### src/rtl/id_ex_pkg.sv
// id_ex_pkg: shared definitions for the ID/EX pipeline stage
//   - control-word bit positions and width (CTRL_W)
//   - ALU operation encodings
//   - bubble control constant and bubble counter width
package id_ex_pkg;
    localparam int CTRL_W          = 9;
    localparam int CTRL_REG_WRITE  = 8;
    localparam int CTRL_MEM_READ   = 7;
    localparam int CTRL_MEM_WRITE  = 6;
    localparam int CTRL_MEM_TO_REG = 5;
    localparam int CTRL_ALU_SRC    = 4;
    localparam int CTRL_REG_DST    = 3;
    localparam int CTRL_ALU_OP_MSB = 2;
    localparam int CTRL_ALU_OP_LSB = 0;

    typedef enum logic [2:0] {
        ALU_ADD   = 3'b000,
        ALU_SUB   = 3'b001,
        ALU_AND   = 3'b010,
        ALU_OR    = 3'b011,
        ALU_SLT   = 3'b100,
        ALU_FUNCT = 3'b111
    } alu_op_e;

    localparam logic [CTRL_W-1:0] CTRL_BUBBLE = '0;

    localparam int                  BCNT_W   = 16;
    localparam logic [BCNT_W-1:0]   BCNT_MAX = '1;
endpackage

### src/rtl/hazard_detect.sv
// hazard_detect: combinational load-use hazard detector
// Ports:
//   ex_valid_i, ex_mem_read_i, ex_rt_i : load currently in EX
//   id_valid_i, id_rs_i, id_rt_i       : instruction currently in ID
//   luh_o                              : load-use hazard
module hazard_detect #(
    parameter int RW = 5
) (
    input  logic          ex_valid_i,
    input  logic          ex_mem_read_i,
    input  logic [RW-1:0] ex_rt_i,
    input  logic          id_valid_i,
    input  logic [RW-1:0] id_rs_i,
    input  logic [RW-1:0] id_rt_i,
    output logic          luh_o
);
    // Requiring ex_rt != 0 also keeps r0 sources in ID from ever matching.
    assign luh_o = ex_valid_i && ex_mem_read_i && (ex_rt_i != '0) && id_valid_i &&
                   ((ex_rt_i == id_rs_i) || (ex_rt_i == id_rt_i));
endmodule

### src/rtl/id_ex_stage.sv
// id_ex_stage: ID/EX pipeline register with load-use stall, flush bubbles
// and a saturating bubble counter.
// Ports:
//   clk, rst_n            : clock, asynchronous active-low reset
//   id_*                  : decoded instruction from ID
//   flush                 : redirect, loads a bubble (highest priority)
//   wb_*                  : register-file write port (used for bypass)
//   ex_*                  : registered EX-side instruction
//   stall                 : hold PC and IF/ID (combinational)
//   bubble_cnt            : saturating count of stall-induced bubbles
// Optional: define ID_EX_WB_BYPASS_EN to forward the write-back value into
// ex_rd1/ex_rd2 when it targets id_rs/id_rt.
module id_ex_stage
    import id_ex_pkg::*;
#(
    parameter int DW = 32,
    parameter int RW = 5
) (
    input  logic              clk,
    input  logic              rst_n,
    input  logic              id_valid,
    input  logic [DW-1:0]     id_pc,
    input  logic [DW-1:0]     id_rd1,
    input  logic [DW-1:0]     id_rd2,
    input  logic [DW-1:0]     id_imm,
    input  logic [RW-1:0]     id_rs,
    input  logic [RW-1:0]     id_rt,
    input  logic [RW-1:0]     id_rd,
    input  logic [CTRL_W-1:0] id_ctrl,
    input  logic              flush,
    input  logic              wb_reg_write,
    input  logic [RW-1:0]     wb_write_reg,
    input  logic [DW-1:0]     wb_write_data,
    output logic              ex_valid,
    output logic [DW-1:0]     ex_pc,
    output logic [DW-1:0]     ex_rd1,
    output logic [DW-1:0]     ex_rd2,
    output logic [DW-1:0]     ex_imm,
    output logic [RW-1:0]     ex_rs,
    output logic [RW-1:0]     ex_rt,
    output logic [RW-1:0]     ex_rd,
    output logic [CTRL_W-1:0] ex_ctrl,
    output logic              stall,
    output logic [BCNT_W-1:0] bubble_cnt
);
    logic              luh;
    logic              bubble;
    logic [DW-1:0]     rd1_src;
    logic [DW-1:0]     rd2_src;
    logic              ex_valid_q, ex_valid_d;
    logic [DW-1:0]     ex_pc_q, ex_pc_d;
    logic [DW-1:0]     ex_rd1_q, ex_rd1_d;
    logic [DW-1:0]     ex_rd2_q, ex_rd2_d;
    logic [DW-1:0]     ex_imm_q, ex_imm_d;
    logic [RW-1:0]     ex_rs_q, ex_rs_d;
    logic [RW-1:0]     ex_rt_q, ex_rt_d;
    logic [RW-1:0]     ex_rd_q, ex_rd_d;
    logic [CTRL_W-1:0] ex_ctrl_q, ex_ctrl_d;
    logic [BCNT_W-1:0] bubble_cnt_q, bubble_cnt_d;

    hazard_detect #(.RW(RW)) u_hazard (
        .ex_valid_i    (ex_valid_q),
        .ex_mem_read_i (ex_ctrl_q[CTRL_MEM_READ]),
        .ex_rt_i       (ex_rt_q),
        .id_valid_i    (id_valid),
        .id_rs_i       (id_rs),
        .id_rt_i       (id_rt),
        .luh_o         (luh)
    );

    assign stall  = luh && !flush;
    assign bubble = luh || flush;

`ifdef ID_EX_WB_BYPASS_EN
    assign rd1_src = (wb_reg_write && wb_write_reg != '0 && wb_write_reg == id_rs) ? wb_write_data : id_rd1;
    assign rd2_src = (wb_reg_write && wb_write_reg != '0 && wb_write_reg == id_rt) ? wb_write_data : id_rd2;
`else
    logic unused_wb;
    assign unused_wb = ^{wb_reg_write, wb_write_reg, wb_write_data};
    assign rd1_src   = id_rd1;
    assign rd2_src   = id_rd2;
`endif

    // A bubble (flush or stall) zeroes everything; an invalid ID slot only
    // zeroes control so it can never write state downstream.
    always_comb begin
        ex_valid_d   = bubble ? 1'b0 : id_valid;
        ex_ctrl_d    = (bubble || !id_valid) ? CTRL_BUBBLE : id_ctrl;
        ex_pc_d      = bubble ? '0 : id_pc;
        ex_rd1_d     = bubble ? '0 : rd1_src;
        ex_rd2_d     = bubble ? '0 : rd2_src;
        ex_imm_d     = bubble ? '0 : id_imm;
        ex_rs_d      = bubble ? '0 : id_rs;
        ex_rt_d      = bubble ? '0 : id_rt;
        ex_rd_d      = bubble ? '0 : id_rd;
        bubble_cnt_d = (stall && bubble_cnt_q != BCNT_MAX) ? bubble_cnt_q + 1'b1 : bubble_cnt_q;
    end

    always_ff @(posedge clk or negedge rst_n) begin
        if (!rst_n) begin
            ex_valid_q   <= 1'b0;
            ex_pc_q      <= '0;
            ex_rd1_q     <= '0;
            ex_rd2_q     <= '0;
            ex_imm_q     <= '0;
            ex_rs_q      <= '0;
            ex_rt_q      <= '0;
            ex_rd_q      <= '0;
            ex_ctrl_q    <= CTRL_BUBBLE;
            bubble_cnt_q <= '0;
        end else begin
            ex_valid_q   <= ex_valid_d;
            ex_pc_q      <= ex_pc_d;
            ex_rd1_q     <= ex_rd1_d;
            ex_rd2_q     <= ex_rd2_d;
            ex_imm_q     <= ex_imm_d;
            ex_rs_q      <= ex_rs_d;
            ex_rt_q      <= ex_rt_d;
            ex_rd_q      <= ex_rd_d;
            ex_ctrl_q    <= ex_ctrl_d;
            bubble_cnt_q <= bubble_cnt_d;
        end
    end

    assign ex_valid   = ex_valid_q;
    assign ex_pc      = ex_pc_q;
    assign ex_rd1     = ex_rd1_q;
    assign ex_rd2     = ex_rd2_q;
    assign ex_imm     = ex_imm_q;
    assign ex_rs      = ex_rs_q;
    assign ex_rt      = ex_rt_q;
    assign ex_rd      = ex_rd_q;
    assign ex_ctrl    = ex_ctrl_q;
    assign bubble_cnt = bubble_cnt_q;
endmodule

### config.mk
export PLATFORM = sky130hd
export DESIGN_NAME = id_ex_stage
export DESIGN_NICKNAME = d
export VERILOG_FILES = /design/src/rtl/id_ex_pkg.sv /design/src/rtl/hazard_detect.sv /design/src/rtl/id_ex_stage.sv
export SDC_FILE = /design/constraint.sdc
export NUM_CORES = 1
export LEC_CHECK = 0
export CAP_MARGIN = 20
export CORE_AREA = 2 2 143 145
export CTS_BUF_LIST = sky130_fd_sc_hd__clkbuf_4 sky130_fd_sc_hd__clkbuf_8
export DETAILED_ROUTE_END_ITERATION = 8
export DIE_AREA = 0 0 145 147
export GPL_TIMING_DRIVEN = 0
export PLACE_DENSITY = 0.67
export SYNTH_ARGS = -nofsm -noshare
export SYNTH_HDL_FRONTEND = slang
export SYNTH_SLANG_ARGS = --single-unit
### constraint.sdc
create_clock -name clk -period 4.4 [get_ports clk]
set_input_delay 0.88 -clock clk [delete_from_list [all_inputs] [get_ports clk]]
set_output_delay 0.88 -clock clk [all_outputs]
set_load 0.05 [all_outputs]
### Word-level counts from Yosys, hierarchy flattened

Cells that the tools add are included.

* add/sub/neg operators: 1
* eq/ne operators: 3
* mux-type cells: 9
* reduce and logical (&&, ||, !) cells: 12

Operators with widths (number)
* two-way mux 32 bit: 4
* adder 16 x 1 -> 16 bit, second input constant: 1
* inequality test 16 bit, second input constant: 1
* two-way mux 5 bit: 3
* == test 5 bit: 2
* two-way mux 9 bit: 1
* logical AND 1 bit: 6
* nonzero test 5 bit: 1
* logical OR 1 bit: 3
* zero test 1 bit: 2
* two-way mux 1 bit: 1

* register bits: 169
* input port bits: 194
* word-level logic and storage cells: 35
* output and inout bits: 170

### Longest topological paths before layout

Gate-level depths: netlist (run 1).

* depth after elaboration: 7
* depth in mapped cells: 7
* mapped depth without buffers: 6

### Cells and area by module

Synthesis (run 1) repeated with hierarchy kept, for this count alone.

* cell total of the unflattened synthesis: 413
* area, all modules: 5775.5 µm²

Modules (own cells, without submodules)
* id_ex_stage: sequential area each 4229.1 µm², area an instance 5646.7 µm², instances 1, cells each 396
* hazard_detect: sequential area each 0.0 µm², area an instance 128.9 µm², instances 1, cells each 17

### Least setup slack after synthesis (run 1)

Ideal clock, no wire load.

* path type: input-to-output
* from: input id_rs[4]
* to: output stall
* buffers on the path: 1
* stages: 6
* required time: 3520 ps
* arrival: 2496 ps
* setup slack: 1024 ps
* cells stage by stage: xnor2_1 nand3_1 o22ai_2 clkbuf_1 nand2_1 nor2_1

* longest elaborated chain between the ends: 4

Ends and longest elaborated chain
* start, declared: line id_ex_stage.sv:26 `input logic [RW-1:0] id_rs,`
* == test 5 bit: line hazard_detect.sv:19 `((ex_rt_i == id_rs_i) || (ex_rt_i == id_rt_i));`
* logical OR 1 bit: line hazard_detect.sv:19
* logical AND 1 bit: line hazard_detect.sv:18 `assign luh_o = ex_valid_i && ex_mem_read_i && (ex_rt_i != '0) && id_valid_i &&`
* logical AND 1 bit: line id_ex_stage.sv:71 `assign stall = luh && !flush;`
* end, declared: line id_ex_stage.sv:43 `output logic stall,`

Every way passes these cells.

### Worst setup path after layout (run 1)

Same ends and word-level chain as after synthesis.

==> reports/results.ini, run 1 <==
[grt]
grt_max_degree = 90
grt_pass1_vias = 4576
grt_pass1_wl_um = 25200
track_usage_pct = 15.5
antenna_found_initial = 0
grt_overflow_total = 0

[sta]
slew_viol_final = 0
final_hold_viol_count = 0
period_share_pct = 95.2
layout_min_cycle_time_ns = 4.19
slew_headroom_pct = 50.8
worst_slack_ns = 0.212
fmax_mhz = 239
finalClockSkew_ns = 0.0155
setup_viol = 0
tightest_slew_ns = 0.738
rsz0062_at_grt = false
worst_hold_slack_ns = 0.375

[synth]
synth_top_cells_by_area = dfrtp_1 72%, and2_1 16%, xnor2_1 3.3%
synth_area_um2 = 5900
synth_flop_cell = dfrtp_1
synth-edff-count = 0
synth_cell_types = 32
syn_inst = 426
synth.largest_area_cell = dfrtp_1
avgSynthCellArea_um2 = 13.8
ys_ff_latch = 169
ys_warn_count = 0
synth_fp_nets = 621
async_flop_share_pct = 100
synth_top_area_share_pct = 71.7
synth-seq-area-share_pct = 71.7

[critical_path]
worstSetupPathType = in -> out
worstReg2RegStart = ex_rt[0]
cp-startpoint = id_rs[4]
critPathArrivalTime_ns = 3.31
required_ns = 3.52
end_kind = primary output
critical_path.max_fanout = 10
startpoint_type = input port
crit_chain = clkdlybuf4s50_1 -> xnor2_1 -> nand3_1 -> o22ai_2 -> clkbuf_1 -> nand2_1 -> nor2_1 -> dlygate4sd2_1
slowest_delay_ns = 0.54
slowest_stage = dlygate4sd2_1

[placement]
dp_slack_ns = -0.0773
hpwlAfterDp_um = 12200
dp.cells = 1022
portBuffers = 325
gp_congestion = 0.822
dpl_cell_area_um2 = 9520

[final_layout]
antenna_cells = 0
post-route-util_pct = 49.9
nFillCells = 1758
layout_commonest_cell = clkdlybuf4s50_1
postLayoutCellArea_um2 = 9900
final_cells = 1054
layout.nets = 966
drive_above_1_share_pct = 6.63
syn_to_final_growth_pct = 67.8
seq_area_um2 = 4230
multi_input_area_um2 = 1530
layout_common_cells = 323 x clkdlybuf4s50_1, 169 x dfrtp_1, 152 x and2_1

[power]
p_leak_nw = 4.24
ir_drop_uv = 167
p_per_area_nw_per_um2 = 342

[clock_network]
htreeDepth = 4
cts-root-buf = clkbuf_8
ctsResizeCount = 1
cts_num_sinks = 169
clk_pin_slew_ns = 0.10
cts_setup_buffers = 0
cts_hold_buf = 0
clk_latency_ns = 0.44
cts_buffers = 17
clockBufferDepth = 2
cts_tree = yes

[routing]
dr.pass1.iters = 4
drt_iter0_markers = 125
drc = 0
antenna_left = 0
avgRoutedWirePerCell_um = 15.3
dr_total_vias = 4333
wl_um = 16100
viasPerCell = 4.11

[status]
outcome = completed

[run]
cap_viol_max_count = 0

[floorplan]
die_w_um = 145
die_h_um = 147
dieArea_um2 = 21300
ioPinCount = 364
fp-row-count = 52
core-area_um2 = 19800
start_util_pct = 29.7

[hold_path]
hp-class = in -> async

## cells by family after synthesis
logic type,Yosys count,share of synthesized area [%]
AOI/OAI and AO/OA,8,1.23
adders and majority gates,1,0.212
buffers and inverters,19,2.29
muxes,3,0.573
xor gates and xnor gates,22,3.27
DFF,169,71.7
and+or+nand+nor,204,20.7
## critical path: cells and delay by family
kind                      cells  cell delay (ns)
and+or+nand+nor               3             0.30
xor gates and xnor gates      1             0.15
buffers and inverters         3             1.47
AOI/OAI and AO/OA             1             0.51
## layer usage
| metal | vias to the layer above | global-route usage [%] | wire length [µm] |
|---|---|---|---|
| met5 | - | 0 | 0 |
| met4 | 0 | 6.93 | 414 |
| met3 | 22 | 5.96 | 1430 |
| met2 | 228 | 26.5 | 8110 |
| met1 | 2049 | 17.3 | 6140 |
| li1 | 2034 | - | - |
## report_power, final
| group | switching (W) | internal [W] |
|---|---|---|
| logic | 0.000390 | 0.000291 |
| clock network | 0.000609 | 0.000446 |
| registers | 0.0000231 | 0.00162 |
| total | 0.00102 | 0.00236 |
## registers in the layout, summed over array words and instances (netlist names)
register    count
ex_rd2         32
ex_rs           5
ex_rd1         32
ex_rd           5
ex_pc          32
bubble_cnt     16
ex_valid        1
ex_imm         32
ex_rt           5
ex_ctrl         9
## synthesized netlist by cell type (3+ instances only)
library cell and n:
and2_1 152, buf_6 8, clkbuf_1 8, dfrtp_1 169, mux2_2 3, nand2_1 10, nand3_1 13, nand4_1 5
nor2_1 6, nor3_1 6, xnor2_1 22
## cell type report
cell class | instances | area share [%]
repair buffers | 326 | 33.2
multi-input cells | 238 | 15.5
clock inverters | 12 | 1.09
flip-flops and latches | 169 | 42.7
inverters | 2 | 0.0759
clock buffers | 20 | 2.72
plain buffers | 17 | 1.29
well taps | 270 | 3.41
## per-stage QoR
step | setup TNS, ns | power [W]
CTS | 0 | 0.00344
detailed placement | -0.0773 | 0.00237
floorplan | 0 | 0.00202
finish | 0 | 0.00338
global placement | -751.11 | 0.00236
global route | 0 | 0.00354
## final timing paths
check | to | slack, ns | cells after the start
max in group asynchronous | ex_rd1[14] | 3.17 | 2
worst max register to register | ex_imm[31] | 1.93 | 6
min in group clk | bubble_cnt[10] | 0.51 | 1
worst min-delay path | ex_rd2[20] | 0.37 | 1
worst min register to register | bubble_cnt[10] | 0.51 | 1
worst max-delay path | stall | 0.21 | 8
Power figures use the tool's default switching activity.
==> inputs of run 2 (changes only) <==
--- a/config.mk
+++ b/config.mk
@@ -5,13 +5,15 @@
 export SDC_FILE = /design/constraint.sdc
 export NUM_CORES = 1
 export LEC_CHECK = 0
+export ABC_AREA = 1
 export CAP_MARGIN = 20
-export CORE_AREA = 2 2 143 145
+export CORE_AREA = 2 2 141 143
 export CTS_BUF_LIST = sky130_fd_sc_hd__clkbuf_4 sky130_fd_sc_hd__clkbuf_8
+export CTS_CLUSTER_SIZE = 25
 export DETAILED_ROUTE_END_ITERATION = 8
-export DIE_AREA = 0 0 145 147
+export DIE_AREA = 0 0 143 145
 export GPL_TIMING_DRIVEN = 0
-export PLACE_DENSITY = 0.67
+export PLACE_DENSITY = 0.71
 export SYNTH_ARGS = -nofsm -noshare
 export SYNTH_HDL_FRONTEND = slang
 export SYNTH_SLANG_ARGS = --single-unit
==> run 2 against run 1 <==
Effect of this change: utilization rose by 3.9 points; wire length rose by 9.5%; clock power rose by 10%; register-to-register slack improved by 0.56 ns; design area rose by 4.5%; sequential cell count did not move; sequential power barely moved; critical endpoint unchanged.
==> reports/results.ini, run 2 <==
[hold_path]
hp-class = in -> async

[status]
outcome = completed

[critical_path]
critPathArrivalTime_ns = 2.92  ; -0.39 ns
startpoint_type = input port
end_kind = primary output
critical_path.max_fanout = 4  ; -6
required_ns = 3.52  ; about the same
worstSetupPathType = in -> out

[placement]
dp_slack_ns = 0.600  ; +0.678 ns
portBuffers = 325  ; unchanged
gp_congestion = 0.801  ; -2.5%
hpwlAfterDp_um = 13500  ; +10%
dpl_cell_area_um2 = 9930  ; +4.3%

[final_layout]
post-route-util_pct = 53.8  ; +3.9 points
layout_common_cells = 324 x clkdlybuf4s50_1, 170 x inv_1, 169 x dfrtp_1
postLayoutCellArea_um2 = 10300  ; +4.5%
drive_above_1_share_pct = 5.69  ; -0.95 points
antenna_cells = 0  ; unchanged
layout_commonest_cell = clkdlybuf4s50_1
layout.nets = 1203  ; +25%
syn_to_final_growth_pct = 63.8

[synth]
synth-seq-area-share_pct = 67.0  ; -4.7 points
async_flop_share_pct = 100  ; unchanged
avgSynthCellArea_um2 = 9.52  ; -31%
syn_inst = 663  ; +56%
synth_fp_nets = 858  ; +38%
synth_cell_types = 20  ; -38%
synth_area_um2 = 6310  ; +7.0%
synth_flop_cell = dfrtp_1
synth.largest_area_cell = dfrtp_1
ys_warn_count = 0  ; unchanged
yosys.cell_count.top_type = inv_1
synthTopCellsByCount = 170 x inv_1, 169 x dfrtp_1, 164 x nor2_1, 89 x nand2_1, 11 x nor3_1
synth_top_area_share_pct = 67.0  ; -4.7 points
ys_ff_latch = 169  ; unchanged
synth_top_cells_by_area = dfrtp_1 67%, inv_1 10%, nor2_1 9.8%
synth-edff-count = 0  ; unchanged

[floorplan]
fp-row-count = 51  ; -1.9%
core-area_um2 = 19200  ; -3.2%
ioPinCount = 364  ; unchanged
die_w_um = 143  ; -1.4%
dieArea_um2 = 20700  ; -2.7%
die_h_um = 145  ; -1.4%
start_util_pct = 32.9  ; +3.1 points

[routing]
viasPerCell = 3.97  ; -3.5%
avgRoutedWirePerCell_um = 13.7  ; -10%
drc = 0  ; unchanged
drt_iter0_markers = 224  ; +79%
antenna_left = 0  ; unchanged
dr_total_vias = 5099  ; +18%
dr.pass1.iters = 4  ; unchanged
wl_um = 17600  ; +9.5%

[sta]
slew_viol_final = 0  ; unchanged
fmax_mhz = 263  ; +10%
period_share_pct = 86.3  ; -8.9 points
layout_min_cycle_time_ns = 3.80  ; -0.392 ns
tightest_slew_ns = 0.657  ; -0.0813 ns
finalClockSkew_ns = 0.0132  ; -0.00236 ns
setup_viol = 0  ; unchanged
final_hold_viol_count = 0  ; unchanged
rsz0062_at_grt = false
slew_headroom_pct = 56.2  ; +5.4 points
worst_slack_ns = 0.604  ; +0.392 ns

[clock_network]
cts-root-buf = clkbuf_8
clk_latency_ns = 0.45  ; about the same
cts_setup_buffers = 0  ; unchanged
cts_tree = yes
clk_pin_slew_ns = 0.09  ; about the same
clockBufferDepth = 2  ; unchanged
cts_buffers = 17  ; unchanged
ctsResizeCount = 0  ; -1
cts_hold_buf = 0  ; unchanged
cts_num_sinks = 169  ; unchanged
htreeDepth = 4  ; unchanged

[run]
cap_viol_max_count = 0  ; unchanged

[grt]
track_usage_pct = 17.6  ; +2.1 points
grt_overflow_total = 0  ; unchanged
grt_pass1_vias = 5363  ; +17%
grt_pass1_wl_um = 27800  ; +10%
grt_max_degree = 86  ; -4.4%
antenna_found_initial = 0  ; unchanged

[power]
total_power_w = 0.00350  ; +3.6%
p_per_area_nw_per_um2 = 339  ; -0.77%
ir_drop_uv = 188  ; +13%
p_leak_nw = 5.23  ; +23%

-- run 2: changes by cell type in the layout (fill, tap and decap cells not counted), moves of 5 or more --
| cell | previous run | this run |
|---|---|---|
| and2_1 | 152 | 0 |
| nand2_1 | 10 | 89 |
| xor2_1 | 0 | 9 |
| nor2_1 | 6 | 164 |
| clkbuf_1 | 8 | 1 |
| xnor2_1 | 22 | 5 |
| nor3_1 | 6 | 11 |
| inv_1 | 2 | 170 |
| buf_2 | 0 | 9 |
-- run 2: critical path: stages --
cell             delay, ns
clkdlybuf4s50_1       0.48
inv_1                 0.06
nand2_1               0.05
nand2_1               0.05
nor2_1                0.11
nand3_1               0.08
nand2_1               0.12
nand3_1               0.15
inv_1                 0.12
clkdlybuf4s50_1       0.81
-- run 2: path summary, 6_finish.rpt --
| path | startpoint | endpoint | slack [ns] | cells past startpoint |
|---|---|---|---|---|
| setup / recovery | id_rs[1] | stall | 0.60 | 10 |
| hold reg to reg | bubble_cnt[7] | bubble_cnt[7] | 0.54 | 2 |
| hold / removal | rst_n | ex_imm[5] | 0.41 | 1 |
| max in group asynchronous | rst_n | ex_rd1[26] | 3.14 | 2 |
| min in group clk | bubble_cnt[7] | bubble_cnt[7] | 0.54 | 2 |
| setup reg to reg | bubble_cnt[0] | bubble_cnt[14] | 2.49 | 8 |
-- run 2: per-stage QoR --
stage                     hold WS (ns)  setup TNS, ns  std cells
final                            0.407              0       1285
after global routing             0.435              0       1285
after CTS                        0.408              0       1285
after detailed placement         0.526              0       1254
after global placement           0.520        -775.73       1253
after floorplan                  0.584              0        663
-- run 2: power breakdown --
group          switching, W  leakage [nW]  internal [W]
Clock              0.000590         0.200      0.000572
Combinational      0.000419          2.83      0.000280
Sequential        0.0000214          2.20       0.00162
Total               0.00103          5.23       0.00247
-- run 2: logic make-up (layout without fill, tap and decap cells) --
kind of cell	Yosys count	count (layout)	synth area share, %
compound gates	1	1	0.0792
xor+xnor	14	14	1.94
fa+ha+maj	1	1	0.198
buf+inv	193	550	12.8
flops	169	169	67.0
simple gates	285	285	18.0
-- run 2: final cells by class --
type,count,area (µm²)
tap,265,332
clock buffer,18,241
inverter,173,649
sequential,169,4230
fill,1695,8870
clock inverter,13,166
timing repair buffer,326,3290
buffer,20,158
multi-input combinational,301,1270
-- run 2: layer usage --
layer | routed length (µm) | GRT usage, %
met5 | 0 | 0
met4 | 422 | 6.78
met3 | 1510 | 6.93
met2 | 8760 | 29.6
met1 | 6940 | 20.0
==> patch 1: new RTL, config.mk and constraints of run 2 <==
Reset style: synchronous (`rst_n`), changed in one clocked block. Comments in the files are not updated.
--- a/src/rtl/id_ex_stage.sv
+++ b/src/rtl/id_ex_stage.sv
@@ -98,3 +98,3 @@
 
-    always_ff @(posedge clk or negedge rst_n) begin
+    always_ff @(posedge clk) begin
         if (!rst_n) begin
Formal check against the unedited RTL: differs if rst_n is asserted again (counterexample within 4 cycles, from zero or initial values and one cycle with rst_n low); with rst_n held inactive, the same outputs for 10 cycles.
==> patch 1 against run 2 <==
Worst setup slack got worse by 0.13 ns. Combinational power shrank 22%. Synthesized cell count up 0.30%. Critical path depth unchanged. Global-route usage down 2.7 points. Cell count did not move. Design area is 8.5% lower. Synthesized area shrank 14%. Power decreased by 3.7%. Routed wire length is 11% lower. Sequential cell count unchanged. Sequential share of layout area down 5.1 points. Largest power group unchanged.
==> patch 1: results (changes against run 2) <==
status finished clean (unchanged); total track usage 0.149 (was 0.176); M2 GR Usage 0.272 (was 0.296); Leakage 4.37 nW (was 5.23 nW); Antenna diodes 0 (unchanged); RePlAce Congestion 0.787 (was 0.801); setup repair bufs after CTS 0 (unchanged); Worst IR Drop VDD 149 uV (was 188 uV); Worst-Margin Slew 0.583 ns (was 0.657 ns); Synth top cells by count nor2_1 (200), inv_1 (175), dfxtp_1 (169), nand2_1 (61), nand3_1 (10) (was inv_1 (170), dfrtp_1 (169), nor2_1 (164), nand2_1 (89), nor3_1 (11)); GR Util met1 0.154 (was 0.200); HPWL Detailed 12400 um (was 13500 um); Fill cells 1831 (was 1695); crit path DAT 3.05 ns (was 2.92 ns); vias in the first global route 4661 (was 5363); first-pass GRT wire length 23700 um (was 27800 um); detailed-route vias per instance 3.77 (was 3.97); Setup Skew 0.0136 ns (was 0.0132 ns); Sw Share 0.272 (was 0.294); Clock Root Buffer clkbuf_8 (unchanged); via count 4841 (was 5099); port buffer count 324 (was 325); layout cells sized above 1 0.0529 (was 0.0569); Largest delay share family, worst path buffers and inverters (unchanged); Total Power 3.37 mW (was 3.50 mW); Async S/R FF share, synth 0 (was 1.00); clock slew at reported path FFs 0.09 ns (about the same); post-CTS sizing 0 (unchanged); critical path's largest stage delay 0.85 ns (was 0.81 ns); register area share after synthesis 0.623 (was 0.670); drt wl/cell 12.2 um (was 13.7 um); top cells by area, synth dfxtp_1 (62%), nor2_1 (14%), inv_1 (12%) (was dfrtp_1 (67%), inv_1 (10%), nor2_1 (9.8%)); pin count of the biggest net entering global routing 17 (was 86); syn_nets 860 (was 858); post-synth cell types 25 (was 20); DRT iter0 DRCs 120 (was 224); HP Class reg2reg (was in2async); Synthesis Warnings 0 (unchanged); Skew-Pair Late Insertion Delay 0.44 ns; grt met3 use 0.0591 (was 0.0693); CTS max path bufs 2 (unchanged); sequential share of power 0.474 (was 0.469); P_clk 1.23 mW (was 1.16 mW); critical-path maximum fanout 5 (was 4); DP Area 9010 um^2 (was 9930 um^2)
-- patch 1: kinds of logic (layout without fill, tap and decap cells) --
| logic type | count (synthesis) | count (layout) | synth area share |
|---|---|---|---|
| xor gates and xnor gates | 3 | 3 | 0.00484 |
| and+or+nand+nor | 286 | 286 | 0.209 |
| AOI/OAI and AO/OA | 11 | 11 | 0.0127 |
| buffers and inverters | 195 | 550 | 0.148 |
| adders and majority gates | 1 | 1 | 0.00230 |
| DFF | 169 | 169 | 0.623 |
-- patch 1: path summary, 6_finish.rpt --
| kind | slack (ns) | cells past startpoint | startpoint | end |
|---|---|---|---|---|
| hold / removal | 0.53 | 2 | bubble_cnt[7] | bubble_cnt[7] |
| setup reg to reg | 2.60 | 9 | bubble_cnt[0] | bubble_cnt[15] |
| setup / recovery | 0.47 | 10 | id_rt[1] | stall |
| hold reg to reg | 0.53 | 2 | bubble_cnt[7] | bubble_cnt[7] |
-- patch 1: layout make-up --
class | count | share of cell area
Clock inverter | 14 | 0.0226
Inverter | 176 | 0.0699
Tap cell | 265 | 0.0351
Timing Repair Buffer | 324 | 0.343
Clock buffer | 17 | 0.0247
Buffer | 19 | 0.0154
Sequential cell | 169 | 0.358
Multi-Input combinational cell | 301 | 0.131
-- patch 1: through the flow --
stage,util,hold WS (ns),instances,worst slack [ns]
after floorplan,-,0.720,665,1.45
after global placement,0.469,0.505,1254,0.502
after detailed placement,0.469,0.512,1254,0.492
after CTS,0.492,0.528,1285,0.470
after global routing,0.492,0.572,1285,0.334
final,0.492,0.529,1285,0.469
-- patch 1: routing by layer --
metal | wire (um) | vias to the layer above
met1 | 6090 | 2079
met5 | 0 | -
met4 | 210 | 0
met2 | 7890 | 199
met3 | 1520 | 16
li1 | - | 2547
==> patch 2: new RTL, settings of run 2 <==
Without the edit above. Add a define of `ID_EX_WB_BYPASS_EN`.
--- a/src/rtl/id_ex_stage.sv
+++ b/src/rtl/id_ex_stage.sv
@@ -12,2 +12,4 @@
 // ex_rd1/ex_rd2 when it targets id_rs/id_rt.
+`define ID_EX_WB_BYPASS_EN
+
 module id_ex_stage
Formal check against the unedited RTL: not equivalent (Yosys sat finds a counterexample within 4 cycles, from zero or initial values and one cycle with rst_n low).
==> patch 2 against run 2 <==
Via count up 28%. Maximum frequency decreased by 4.2%. Synthesized area up 11%. Register-to-register slack better by 0.05 ns. Hold slack got worse by 0.036 ns. Design area rose by 11%. Routed wire length grew 29%. First-iteration DRC count grew 55%. Worst setup slack got worse by 0.17 ns. Sequential cell count is the same. Synthesized cell count grew 15%. Critical path depth is the same. Clock skew grew 0.0073 ns. Power grew 4.4%. Critical path type unchanged. Highest routed layer unchanged.
==> patch 2: results (changes against run 2) <==
status finished clean (unchanged); top cells by area, synth dfrtp_1 (60%), nand2_1 (8.0%), nand4_1 (6.6%) (was dfrtp_1 (67%), inv_1 (10%), nor2_1 (9.8%)); RePlAce Congestion 0.950 (was 0.801); DRT iter0 DRCs 348 (was 224); Worst IR Drop VDD 230 uV (was 188 uV); Sw Pwr 1.15 mW (was 1.03 mW); post-synth cell types 21 (was 20); Setup Skew 0.0205 ns (was 0.0132 ns); Synth top cells by count dfrtp_1 (169), nand2_1 (149), inv_1 (104), nor2_1 (103), nand4_1 (74) (was inv_1 (170), dfrtp_1 (169), nor2_1 (164), nand2_1 (89), nor3_1 (11)); syn_nets 958 (was 858); detailed-route vias per instance 4.57 (was 3.97); hold_ws 0.371 ns (was 0.407 ns); Worst R2R End bubble_cnt[8] (was bubble_cnt[14]); layout cells sized above 1 0.0716 (was 0.0569); HPWL Detailed 17600 um (was 13500 um); register area share after synthesis 0.602 (was 0.670); Layout Nets 1341 (was 1203); dpl ws 0.424 ns (was 0.600 ns); first-pass GRT wire length 35100 um (was 27800 um); port buffer count 363 (was 325); Leakage 5.46 nW (was 5.23 nW); final WL 22800 um (was 17600 um); clock slew at reported path FFs 0.11 ns (was 0.09 ns); crit path DAT 3.08 ns (was 2.92 ns); vias in the first global route 6510 (was 5363); Reg2Reg Setup Slack 2.54 ns (was 2.49 ns); Final period util 0.900 (was 0.863)
## patch 2: cell types whose count changed in the layout (fill, tap and decap cells not counted), sizes merged, moves of 2 or more
cell                  run 2  this run
clkinv                    2         5
xnor2                     5        10
nand3b                    2         0
nor2                    165       104
a21oi                     0        64
nand4                     6        74
buf                      21        44
clkbuf                   19        22
clkdlybuf4s50           324       362
inv                     178       110
nand2                    90       150
xor2                      9        15
## patch 2: stage by stage
step                cell area [um^2]  instances
global placement               11000       1391
floorplan                       7020        763
CTS                            11400       1424
finish                         11400       1424
detailed placement             11000       1392
global route                   11400       1424
## patch 2: cells by family after synthesis
| group | Yosys count | share of synthesized area |
|---|---|---|
| and+or+nand+nor | 351 | 0.221 |
| adders and majority gates | 1 | 0.00178 |
| AOI/OAI and AO/OA | 66 | 0.0470 |
| DFF | 169 | 0.602 |
| xor gates and xnor gates | 25 | 0.0312 |
| buffers and inverters | 151 | 0.0966 |
## patch 2: how the worst max path moves through the flow
stage | start | to | slack, ns | cells after the start
floorplan | id_rs[4] | stall | 1.76 | 8
global placement | rst_n | ex_rd2[21] | -4.62 | 1
detailed placement | id_rt[4] | stall | 0.42 | 10
CTS | id_rt[4] | stall | 0.42 | 10
global route | id_rt[4] | stall | 0.27 | 10
finish | id_rs[1] | stall | 0.44 | 10
## patch 2: area by class of cell
| type | instances | area (um^2) | area share |
|---|---|---|---|
| flip-flops and latches | 169 | 4230 | 0.370 |
| repair buffers | 364 | 3670 | 0.321 |
| multi-input cells | 443 | 2110 | 0.185 |
| inverters | 106 | 398 | 0.0348 |
| well taps | 265 | 332 | 0.0290 |
| plain buffers | 45 | 280 | 0.0245 |
| clock buffers | 19 | 255 | 0.0223 |
| clock inverters | 13 | 163 | 0.0142 |
## patch 2: per-layer routing
metal | wire length (um) | track usage
met3 | 1970 | 0.0749
met4 | 708 | 0.0832
met2 | 11300 | 0.377
met1 | 8830 | 0.253
met5 | 0 | 0
## patch 2: critical path: stages
cell,delay (ns)
clkdlybuf4s50_1,0.54
inv_2,0.06
nand2_1,0.06
nand2_1,0.05
nor2_1,0.12
nand3_1,0.08
nand2_1,0.17
nand3_1,0.17
inv_1,0.11
clkdlybuf4s50_1,0.84
## patch 2: power groups by stage
stage	combinational [mW]	clock [mW]	sequential (mW)
floorplan	0.155	0	1.95
global placement	0.847	0	1.68
detailed placement	0.856	0	1.68
CTS	0.859	1.20	1.65
global route	0.903	1.25	1.66
finish	0.850	1.16	1.65
